<file path="config.mk">
export PLATFORM = sky130hd
export DESIGN_NAME = mac_scheduler
export DESIGN_NICKNAME = d
export VERILOG_FILES = /design/src/rtl/mac_scheduler.sv
export SDC_FILE = /design/constraint.sdc
export NUM_CORES = 1
export LEC_CHECK = 0
export BUFFER_PORTS_ARGS = -buffer_cell sky130_fd_sc_hd__buf_4
export CAP_MARGIN = 5
export CORE_ASPECT_RATIO = 0.75
export CORE_MARGIN = 3
export CORE_UTILIZATION = 51
export DETAILED_ROUTE_END_ITERATION = 10
export PLACE_DENSITY = 0.84
export RECOVER_POWER = 50
export SKIP_CTS_REPAIR_TIMING = 1
export SYNTH_ARGS = -nofsm -noshare
export SYNTH_HDL_FRONTEND = slang
export SYNTH_SLANG_ARGS = --single-unit
export TNS_END_PERCENT = 100
</file>
<file path="constraint.sdc">
create_clock -name clk -period 2.8 [get_ports clk]
set_input_delay 0.14 -clock clk [delete_from_list [all_inputs] [get_ports clk]]
set_output_delay 0.14 -clock clk [all_outputs]
set_load 0.05 [all_outputs]
</file>
<file path="src/rtl/mac_scheduler.sv">
// rtl/mac_scheduler.sv - arbitrates N_REQ requesters onto one fixed-latency MAC datapath
// Define MAC_SCHED_FIXED_PRIO_EN for lowest-index-first arbitration instead of round-robin.
module mac_scheduler #(
  parameter int N_REQ = 4,
  parameter int W     = 4,
  parameter int LAT   = 4
) (
  input  logic               clk,
  input  logic               rst,
  input  logic [N_REQ-1:0]   req,
  input  logic [N_REQ*W-1:0] a_in,
  input  logic [N_REQ*W-1:0] b_in,
  output logic [N_REQ-1:0]   gnt,
  output logic [W-1:0]       op_a,
  output logic [W-1:0]       op_b,
  output logic               op_valid,
  input  logic [W-1:0]       res_d,
  output logic [N_REQ-1:0]   done,
  output logic [W-1:0]       d_out,
  output logic               busy
);
  localparam int IW = $clog2(N_REQ);

  typedef enum logic [1:0] {
    IDLE  = 2'd0,
    ISSUE = 2'd1,
    WAIT  = 2'd2,
    RESP  = 2'd3
  } state_t;

  state_t           state, state_n;
  logic [IW-1:0]    win, win_n, pick;
  logic             found;
  logic [3:0]       cnt, cnt_n;
  logic [N_REQ-1:0] gnt_n, done_n;
  logic [W-1:0]     op_a_n, op_b_n, d_out_n;
  logic             op_valid_n;
  logic [W-1:0]     a_arr [N_REQ];
  logic [W-1:0]     b_arr [N_REQ];
`ifndef MAC_SCHED_FIXED_PRIO_EN
  logic [IW-1:0]    last, last_n;
  logic [IW:0]      cand;
`endif

  always_comb begin
    for (int i = 0; i < N_REQ; i++) begin
      a_arr[i] = a_in[i*W +: W];
      b_arr[i] = b_in[i*W +: W];
    end
  end

  // Winner selection; only consumed while IDLE.
  always_comb begin
    pick  = '0;
    found = 1'b0;
`ifdef MAC_SCHED_FIXED_PRIO_EN
    for (int i = N_REQ - 1; i >= 0; i--) begin
      if (req[i]) begin
        pick  = IW'(i);
        found = 1'b1;
      end
    end
`else
    cand = '0;
    for (int k = 1; k <= N_REQ; k++) begin
      cand = {1'b0, last} + (IW+1)'(k);
      if (cand >= (IW+1)'(N_REQ))
        cand = cand - (IW+1)'(N_REQ);
      if (!found && req[cand[IW-1:0]]) begin
        pick  = cand[IW-1:0];
        found = 1'b1;
      end
    end
`endif
  end

  always_comb begin
    state_n    = state;
    win_n      = win;
    cnt_n      = cnt;
    gnt_n      = '0;
    done_n     = '0;
    op_valid_n = 1'b0;
    op_a_n     = op_a;
    op_b_n     = op_b;
    d_out_n    = d_out;
`ifndef MAC_SCHED_FIXED_PRIO_EN
    last_n     = last;
`endif
    case (state)
      IDLE: begin
        if (found) begin
          state_n     = ISSUE;
          win_n       = pick;
          op_a_n      = a_arr[pick];
          op_b_n      = b_arr[pick];
          gnt_n[pick] = 1'b1;
          op_valid_n  = 1'b1;
`ifndef MAC_SCHED_FIXED_PRIO_EN
          last_n      = pick;
`endif
        end
      end
      ISSUE: begin
        cnt_n   = 4'(LAT - 1);
        state_n = WAIT;
      end
      WAIT: begin
        // Counter runs LAT-1..0, so WAIT spans exactly LAT cycles.
        if (cnt == 4'd0) begin
          state_n     = RESP;
          d_out_n     = res_d;
          done_n[win] = 1'b1;
        end else begin
          cnt_n = cnt - 4'd1;
        end
      end
      RESP: state_n = IDLE;
      default: state_n = IDLE;
    endcase
  end

  always_ff @(posedge clk) begin
    if (rst) begin
      state    <= IDLE;
      win      <= '0;
      cnt      <= '0;
      gnt      <= '0;
      done     <= '0;
      op_valid <= 1'b0;
      op_a     <= '0;
      op_b     <= '0;
      d_out    <= '0;
`ifndef MAC_SCHED_FIXED_PRIO_EN
      last     <= IW'(N_REQ - 1);
`endif
    end else begin
      state    <= state_n;
      win      <= win_n;
      cnt      <= cnt_n;
      gnt      <= gnt_n;
      done     <= done_n;
      op_valid <= op_valid_n;
      op_a     <= op_a_n;
      op_b     <= op_b_n;
      d_out    <= d_out_n;
`ifndef MAC_SCHED_FIXED_PRIO_EN
      last     <= last_n;
`endif
    end
  end

  assign busy = (state != IDLE);

endmodule

</file>
==> results.py, run 1 <==
metrics = {
    "status": {
        "outcome": "finished clean",
    },
    "clock_network": {
        "clk_path_buf_depth": 2,
        "clkLatencyLatePin_ns": 0.29,
        "root_buffer": "clkbuf_8",
        "cts_made_buffers": 5,
        "cts_sinks": 31,
        "cts_tree": "yes",
        "clk_pin_slew_worst_paths_ns": 0.07,
        "htree_levels": 2,
    },
    "worst_setup_path": {
        "startpoint_type": "flip-flop",
        "worstPathMaxFanout": 10,
        "endpoint_kind": "flip-flop",
        "crit_type": "reg2reg",
        "cp_data_arrival_time_ns": 2.05,
        "cp.required_ns": 2.95,
        "critPathLaunch": "state[0]",
        "r2r-start": "state[0]",
    },
    "timing": {
        "rsz0062_at_grt": "no",
        "slew_viol_final": 0,
        "fin_hold_ws_ns": 0.0979,
        "setup_viol": 0,
        "maxSlewHeadroom_pct": 56.0,
        "setup_slack_ns": 0.900,
        "hold_violations": 0,
        "clock.fmax_mhz": 526,
        "tns_ns": 0,
        "worst_clock_skew_ns": 0.0109,
        "worst-slew-pin-transition_ns": 0.660,
        "period_needed_ns": 1.90,
        "fin_crit_sh_pct": 67.9,
    },
    "die": {
        "floorplan.initialDensity_pct": 56.7,
        "io_pins": 64,
        "rows": 16,
        "fp.coreArea_um2": 2760,
        "die_width_um": 70.0,
        "fp.dieArea_um2": 3780,
        "die_h_um": 54.0,
    },
    "power": {
        "ir_worst_vdd_v": 0.000809,
        "power_density_nw_per_um2": 1050,
        "p_seq_share_pct": 31.1,
        "leakage_nw": 0.871,
        "switching_share_pct": 48.7,
        "internal_power_mw": 1.12,
        "total_power_mw": 2.19,
        "p_switching_mw": 1.07,
        "clkPwrFrac_pct": 17.9,
        "combPwrFrac_pct": 51.1,
    },
    "route": {
        "vias_per_cell": 5.66,
        "num_vias": 1505,
        "drt_wl_total_um": 4220,
        "wl_per_cell_um": 15.9,
        "dr_wl_met2_um": 2100,
        "wl_met1_um": 1820,
        "first_iter_violations": 55,
        "met3_length_um": 279,
        "drt-pass1-iter-count": 4,
        "ant_nets": 0,
        "top_layer_used": "met4",
        "remaining_drc_errors": 0,
    },
    "logic_synthesis": {
        "synthMuxAreaShare_pct": 7.67,
        "syn_nets": 210,
        "synth_adder_area_share_pct": 4.00,
        "ys_ff_latch": 31,
        "yosysUniqueCellTypes": 37,
        "synth_simple_gate_area_share_pct": 19.7,
        "seq_area_frac_synth_pct": 39.6,
        "synth_top_family_by_area": "compound AO/OA/AOI/OAI gates",
        "synth_compound_area_share_pct": 25.1,
        "yosys.area_share.xor_xnor_pct": 0,
        "synth_area_per_cell_um2": 9.60,
        "postSynthCellCount": 163,
        "syn-cell-area_um2": 1570,
        "yosys_warnings": 0,
    },
    "global_routing": {
        "antenna_found_initial": 0,
        "grt_pass1_vias": 1446,
        "grt-ovfl-total": 0,
        "grt_pass1_wl_um": 6800,
        "grt_max_degree": 26,
        "grtUsageTotal_pct": 23.3,
    },
    "placement": {
        "place_ws_ns": 0.921,
        "dp_hpwl_um": 3220,
        "gp_congestion": 0.784,
        "io_buffers": 63,
    },
    "layout": {
        "most-common-layout-cells": "buf_4, dfxtp_1, clkbuf_1",
        "fin_util_pct": 75.2,
        "drive_gt1_share_pct": 28.7,
        "final_common_cell": "buf_4",
        "area_growth_pct": 32.8,
        "nets": 276,
        "diodes": 0,
    },
    "job": {
        "cap_violations": 0,
    },
    "hold_path": {
        "min-delay-path-class": "in2reg",
        "hold_start": "res_d[3]",
    },
}
==> power by group through the flow <==
stage / Combinational, mW / Clock (mW) / Sequential [mW]
finish: 1.12 / 0.391 / 0.680
detailed placement: 1.20 / 0 / 0.687
global placement: 1.15 / 0 / 0.678
CTS: 1.20 / 0.394 / 0.679
global route: 1.20 / 0.419 / 0.696
floorplan: 0.584 / 0 / 0.971
==> cell families after synthesis <==
logic type | Yosys count
AOI/OAI and AO/OA | 50
muxes | 12
DFF | 31
buffers and inverters | 12
and+or+nand+nor | 53
adders and majority gates | 5
==> sequential cells by signal, summed over array words and instances (netlist names) <==
signal and flops:
win 2, cnt 4, gnt 4, op_valid 1, last 2, op_a 4, state 2, d_out 4
op_b 4, done 4
==> final cells by class <==
| class | instances | area (um2) |
|---|---|---|
| clock buffers | 7 | 96.3 |
| clock inverters | 1 | 7.51 |
| fillers | 217 | 684 |
| inverters | 7 | 26.3 |
| multi-input cells | 120 | 885 |
| flip-flops and latches | 31 | 621 |
| well taps | 36 | 45.0 |
| repair buffers | 64 | 398 |
==> through the flow <==
| step | cells | instance area [um2] |
|---|---|---|
| 6_report | 266 | 2080 |
| 3_3_place_gp | 258 | 2060 |
| 4_1_cts | 266 | 2160 |
| 2_1_floorplan | 163 | 1570 |
| 3_5_place_dp | 258 | 2060 |
| 5_1_grt | 266 | 2080 |
==> worst paths after layout <==
| path | depth (start not counted) | slack (ns) | end |
|---|---|---|---|
| setup / recovery | 7 | 0.90 | op_a[2] |
| hold reg to reg | 1 | 0.49 | done[1] |
| setup reg to reg | 7 | 0.90 | op_a[2] |
| hold / removal | 3 | 0.1 | d_out[3] |
==> cells in the mapped netlist <==
cell,instances,area share (%)
mux2i_1,12,7.7
and3_1,1,0.40
nand2_1,5,1.2
nand4b_1,1,0.56
o21bai_1,8,3.8
or3_1,1,0.40
and3b_1,1,0.56
nor3b_4,1,1.2
a21oi_1,11,3.5
o21ai_2,1,0.56
a211oi_1,10,4.8
ha_1,5,4.0
nor3b_1,2,0.96
a31oi_1,2,0.80
inv_1,7,1.7
nor2b_1,4,1.6
o22ai_1,1,0.40
or2_2,1,0.40
o221a_2,1,0.72
buf_8,1,0.96
nor2_2,1,0.40
buf_4,1,0.48
nor3_1,2,0.64
and2_1,8,3.2
dfxtp_1,31,40
a211oi_2,1,0.80
o21ai_1,3,0.96
nand2_2,1,0.40
a21o_1,1,0.48
o21ai_0,3,0.96
nand3_4,1,1.1
clkbuf_1,3,0.72
a221oi_2,7,6.7
a311oi_1,1,0.56
nor2_1,18,4.3
nor4_2,1,0.80
nand2b_1,4,1.6
==> per-layer routing <==
metal	vias to the layer above	track usage [%]
li1	722	-
met1	734	29.0
met2	45	39.7
met3	4	7.28
met4	0	6.37
met5	-	0
==> critical path, stage by stage (launching register included) <==
cell and delay (ns):
dfxtp_1 0.33, inv_1 0.11, ha_1 0.21, inv_1 0.07
nor2_2 0.37, nand2_2 0.28, a311oi_1 0.34, a211oi_2 0.06
No activity file was read; power rests on OpenSTA's default activity.
==> run 2: changes to the inputs <==
--- a/config.mk
+++ b/config.mk
@@ -9,9 +9,9 @@
 export CAP_MARGIN = 5
 export CORE_ASPECT_RATIO = 0.75
 export CORE_MARGIN = 3
-export CORE_UTILIZATION = 51
+export CORE_UTILIZATION = 43
 export DETAILED_ROUTE_END_ITERATION = 10
-export PLACE_DENSITY = 0.84
+export PLACE_DENSITY = 0.75
 export RECOVER_POWER = 50
 export SKIP_CTS_REPAIR_TIMING = 1
 export SYNTH_ARGS = -nofsm -noshare
==> constraint.sdc (replaced) <==
create_clock -name clk -period 1.7 [get_ports clk]
set_input_delay 0.085 -clock clk [delete_from_list [all_inputs] [get_ports clk]]
set_output_delay 0.085 -clock clk [all_outputs]
set_load 0.05 [all_outputs]
==> results.py, run 2 (same netlist as run 1, synthesis figures left out) <==
metrics = {
    "status": {
        "outcome": "finished clean",
    },
    "clock_network": {
        "clk_pin_slew_worst_paths_ns": 0.07,
        "cts_sinks": 31,
        "clk_path_buf_depth": 2,
        "clkLatencyLatePin_ns": 0.28,
        "htree_levels": 2,
        "cts_made_buffers": 5,
        "cts_tree": "yes",
        "root_buffer": "clkbuf_8",
    },
    "route": {
        "ant_nets": 0,
        "first_iter_violations": 80,
        "vias_per_cell": 5.36,
        "remaining_drc_errors": 0,
        "num_vias": 1501,
        "drt_wl_total_um": 4270,
        "drt-pass1-iter-count": 4,
        "wl_per_cell_um": 15.3,
    },
    "global_routing": {
        "grt_pass1_wl_um": 6910,
        "grtUsageTotal_pct": 20.7,
        "grt_pass1_vias": 1507,
        "antenna_found_initial": 0,
        "grt_max_degree": 26,
        "grt-ovfl-total": 0,
    },
    "placement": {
        "io_buffers": 63,
        "gp_congestion": 0.814,
        "dp_hpwl_um": 3190,
    },
    "layout": {
        "area_growth_pct": 40.1,
        "diodes": 0,
        "most-common-layout-cells": "buf_4, dfxtp_1, clkbuf_1",
        "nets": 287,
        "final_common_cell": "buf_4",
        "drive_gt1_share_pct": 34.2,
        "fin_util_pct": 64.9,
    },
    "timing": {
        "fin_crit_sh_pct": 93.8,
        "slew_viol_final": 0,
        "maxSlewHeadroom_pct": 58.9,
        "rsz0062_at_grt": "yes",
        "hold_violations": 0,
        "clock.fmax_mhz": 627,
        "period_needed_ns": 1.59,
        "fin_hold_ws_ns": 0.0422,
        "worst-slew-pin-transition_ns": 0.619,
        "worst_clock_skew_ns": 0.00438,
        "setup_viol": 0,
    },
    "job": {
        "cap_violations": 0,
    },
    "power": {
        "leakage_nw": 0.929,
        "internal_power_mw": 1.98,
        "p_switching_mw": 1.80,
        "combPwrFrac_pct": 55.2,
        "power_density_nw_per_um2": 1730,
        "ir_worst_vdd_v": 0.000852,
        "clkPwrFrac_pct": 15.5,
        "switching_share_pct": 47.7,
        "p_seq_share_pct": 29.2,
    },
    "worst_setup_path": {
        "path_buf_inv": 2,
        "critPathLaunch": "state[0]",
        "startpoint_type": "flip-flop",
        "cp_top_family": "simple AND/OR/NAND/NOR gates",
        "cp.required_ns": 1.84,
        "worstPathMaxFanout": 10,
        "cp_slowest_cell": "dfxtp_1",
        "slowest_delay_ns": 0.33,
        "endpoint_kind": "flip-flop",
        "crit_type": "reg2reg",
        "cp_data_arrival_time_ns": 1.73,
        "crit_path_cell_trace": "inv_1 -> ha_2 -> clkinvlp_4 -> nor2_4 -> nand2_4 -> a221oi_2 -> a211oi_1",
        "r2r-start": "state[0]",
    },
    "hold_path": {
        "min-delay-path-class": "in2reg",
        "hold_start": "res_d[1]",
    },
    "die": {
        "fp.dieArea_um2": 4410,
        "rows": 18,
        "die_width_um": 75.7,
        "io_pins": 64,
        "die_h_um": 58.3,
        "floorplan.initialDensity_pct": 46.3,
        "fp.coreArea_um2": 3380,
    },
}
==> run 2: worst paths after layout <==
check / end / slack (ns) / cells past startpoint
setup reg to reg: op_a[3] / 0.11 / 7
hold reg to reg: done[1] / 0.48 / 1
hold / removal: d_out[1] / 0.04 / 3
setup / recovery: op_a[3] / 0.11 / 7
==> run 2: final cells by class <==
| cell class | instances | area, um2 |
|---|---|---|
| clock buffer | 6 | 82.6 |
| inverter | 7 | 30.0 |
| tap | 40 | 50.0 |
| sequential | 31 | 621 |
| clock inverter | 1 | 5.00 |
| multi-input combinational | 120 | 908 |
| fill | 296 | 1180 |
| timing repair buffer | 75 | 497 |
==> run 2: tightest hold or removal path: stages <==
cell and delay [ns]:
buf_4 0.07, mux2i_1 0.05, nor2_1 0.07
==> run 2: routing by layer <==
layer / global-route usage [%] / share of wire [%]
met5: 0 / 0
met4: 7.98 / 1.4
met3: 5.72 / 5.7
met2: 32.6 / 48
met1: 26.7 / 45
==> run 2: power groups by stage <==
stage	Combinational [mW]	Clock (mW)	Sequential, mW
final	2.09	0.588	1.11
after global routing	2.26	0.627	1.13
after CTS	2.13	0.592	1.11
after detailed placement	2.12	0	1.12
after global placement	2.06	0	1.11
after floorplan	1.01	0	1.60
==> run 2: metrics by stage <==
stage | setup TNS (ns) | power (mW) | cell area [um2] | setup WS [ns] | instances
2_1_floorplan | 0 | 2.61 | 1590 | 0.00510 | 163
3_3_place_gp | 0 | 3.17 | 2140 | 0.155 | 270
3_5_place_dp | 0 | 3.24 | 2140 | 0.0829 | 270
4_1_cts | 0 | 3.83 | 2230 | 0.0587 | 277
5_1_grt | -0.0221 | 4.02 | 2190 | -0.0178 | 280
6_report | 0 | 3.79 | 2190 | 0.106 | 280
==> run 3: changes to the inputs <==
--- a/config.mk
+++ b/config.mk
@@ -9,9 +9,9 @@
 export CAP_MARGIN = 5
 export CORE_ASPECT_RATIO = 0.75
 export CORE_MARGIN = 3
-export CORE_UTILIZATION = 43
+export CORE_UTILIZATION = 51
 export DETAILED_ROUTE_END_ITERATION = 10
-export PLACE_DENSITY = 0.75
+export PLACE_DENSITY = 0.84
 export RECOVER_POWER = 50
 export SKIP_CTS_REPAIR_TIMING = 1
 export SYNTH_ARGS = -nofsm -noshare
==> constraint.sdc (replaced) <==
create_clock -name clk -period 1.85 [get_ports clk]
set_input_delay 0.0925 -clock clk [delete_from_list [all_inputs] [get_ports clk]]
set_output_delay 0.0925 -clock clk [all_outputs]
set_load 0.05 [all_outputs]
==> results.py, run 3 (same netlist as run 1, synthesis figures left out) <==
metrics = {
    "worst_setup_path": {
        "cp_top_family": "simple AND/OR/NAND/NOR gates",
        "crit_path_cell_trace": "inv_1 -> ha_1 -> nand2b_1 -> nor2_1 -> a211oi_1",
        "cp_slowest_cell": "nor2_1",
        "reg2regPathDepth": 5,
        "path_buf_inv": 1,
        "slowest_delay_ns": 0.55,
        "startpoint_type": "flip-flop",
        "endpoint_kind": "flip-flop",
        "cp.required_ns": 1.98,
        "worstPathMaxFanout": 8,
        "cp_data_arrival_time_ns": 1.85,
        "cp.depth": 5,
        "crit_type": "reg2reg",
    },
    "global_routing": {
        "antenna_found_initial": 0,
        "grt_pass1_wl_um": 6750,
        "grt-ovfl-total": 0,
        "grtUsageTotal_pct": 23.1,
        "grt_max_degree": 26,
        "grt_pass1_vias": 1460,
    },
    "timing": {
        "period_needed_ns": 1.72,
        "hold_violations": 0,
        "worst-slew-pin-transition_ns": 0.647,
        "clock.fmax_mhz": 581,
        "maxSlewHeadroom_pct": 56.7,
        "setup_viol": 0,
        "tns_ns": 0,
        "worst_clock_skew_ns": 0.00341,
        "slew_viol_final": 0,
        "rsz0062_at_grt": "no",
        "fin_crit_sh_pct": 93.0,
    },
    "power": {
        "total_power_mw": 3.47,
        "leakage_nw": 0.900,
        "power_density_nw_per_um2": 1640,
        "ir_worst_vdd_v": 0.00109,
    },
    "route": {
        "drt_wl_total_um": 4260,
        "wl_met1_um": 1940,
        "num_vias": 1488,
        "vias_per_cell": 5.53,
        "top_layer_used": "met4",
        "wl_per_cell_um": 15.8,
        "dr_wl_met2_um": 1940,
        "ant_nets": 0,
        "first_iter_violations": 59,
        "drt-pass1-iter-count": 4,
        "remaining_drc_errors": 0,
        "met3_length_um": 285,
    },
    "die": {
        "fp.coreArea_um2": 2760,
        "die_width_um": 70.0,
        "rows": 16,
        "fp.dieArea_um2": 3780,
        "floorplan.initialDensity_pct": 56.7,
        "die_h_um": 54.0,
        "io_pins": 64,
    },
    "layout": {
        "most-common-layout-cells": "buf_4, dfxtp_1, clkbuf_1",
        "final_common_cell": "buf_4",
        "diodes": 0,
        "fin_util_pct": 76.7,
        "area_growth_pct": 35.3,
        "drive_gt1_share_pct": 30.0,
        "nets": 279,
        "n_fill_cell": 203,
    },
    "job": {
        "cap_violations": 0,
    },
    "placement": {
        "gp_congestion": 0.880,
        "dp_hpwl_um": 3130,
        "io_buffers": 63,
    },
    "status": {
        "outcome": "finished clean",
    },
    "clock_network": {
        "cts_sinks": 31,
        "htree_levels": 2,
        "cts_made_buffers": 5,
        "clk_path_buf_depth": 2,
        "clk_pin_slew_worst_paths_ns": 0.06,
        "cts_tree": "yes",
        "root_buffer": "clkbuf_8",
        "clkLatencyLatePin_ns": 0.29,
    },
    "hold_path": {
        "min-delay-path-class": "in2reg",
        "hold_depth": 3,
    },
}
-- run 3: cell types whose count changed in the layout (fill, tap and decap cells not counted), sizes merged --
| cell | before | now |
|---|---|---|
| buf | 54 | 46 |
| bufinv | 0 | 1 |
| clkinvlp | 1 | 0 |
| inv | 6 | 7 |
-- run 3: through the flow --
stage | hold slack [ns] | cell area, um2 | setup slack [ns] | cells
after CTS | 0.0487 | 2200 | 0.152 | 269
after global placement | 0.326 | 2080 | 0.278 | 261
after detailed placement | 0.344 | 2080 | 0.199 | 261
after global routing | 0.0645 | 2120 | 0.0390 | 269
final | 0.0513 | 2120 | 0.130 | 269
after floorplan | 0.240 | 1570 | 0.0293 | 163
-- run 3: cell type report --
class / instances / area, um2 / area share (%)
clock inverters: 2 / 35.0 / 1.65
inverters: 7 / 26.3 / 1.24
multi-input cells: 120 / 885 / 41.8
clock buffers: 6 / 82.6 / 3.90
repair buffers: 67 / 424 / 20.0
well taps: 36 / 45.0 / 2.13
flip-flops and latches: 31 / 621 / 29.3
-- run 3: final timing paths --
| check | slack, ns | endpoint | from |
|---|---|---|---|
| setup / recovery | 0.13 | op_a[1] | state[1] |
| hold / removal | 0.05 | d_out[3] | res_d[3] |
| setup reg to reg | 0.13 | op_a[1] | state[1] |
| hold reg to reg | 0.49 | done[1] | win[1] |
-- run 3: layer usage --
layer	GRT usage, %	vias to the layer above
met1	28.7	690
li1	-	730
met3	5.78	12
met5	0	-
met4	10.2	0
met2	38.9	56
-- run 3: power by group --
group / total (mW) / switching [mW] / internal (mW) / leakage (nW)
Clock: 0.692 / 0.257 / 0.435 / 0.0612
Combinational: 1.76 / 1.23 / 0.530 / 0.584
Sequential: 1.02 / 0.140 / 0.878 / 0.255
-- run 3: tightest hold or removal path, cell delays in order --
cell and delay (ns):
buf_4 0.08, mux2i_1 0.06, nor2_1 0.07
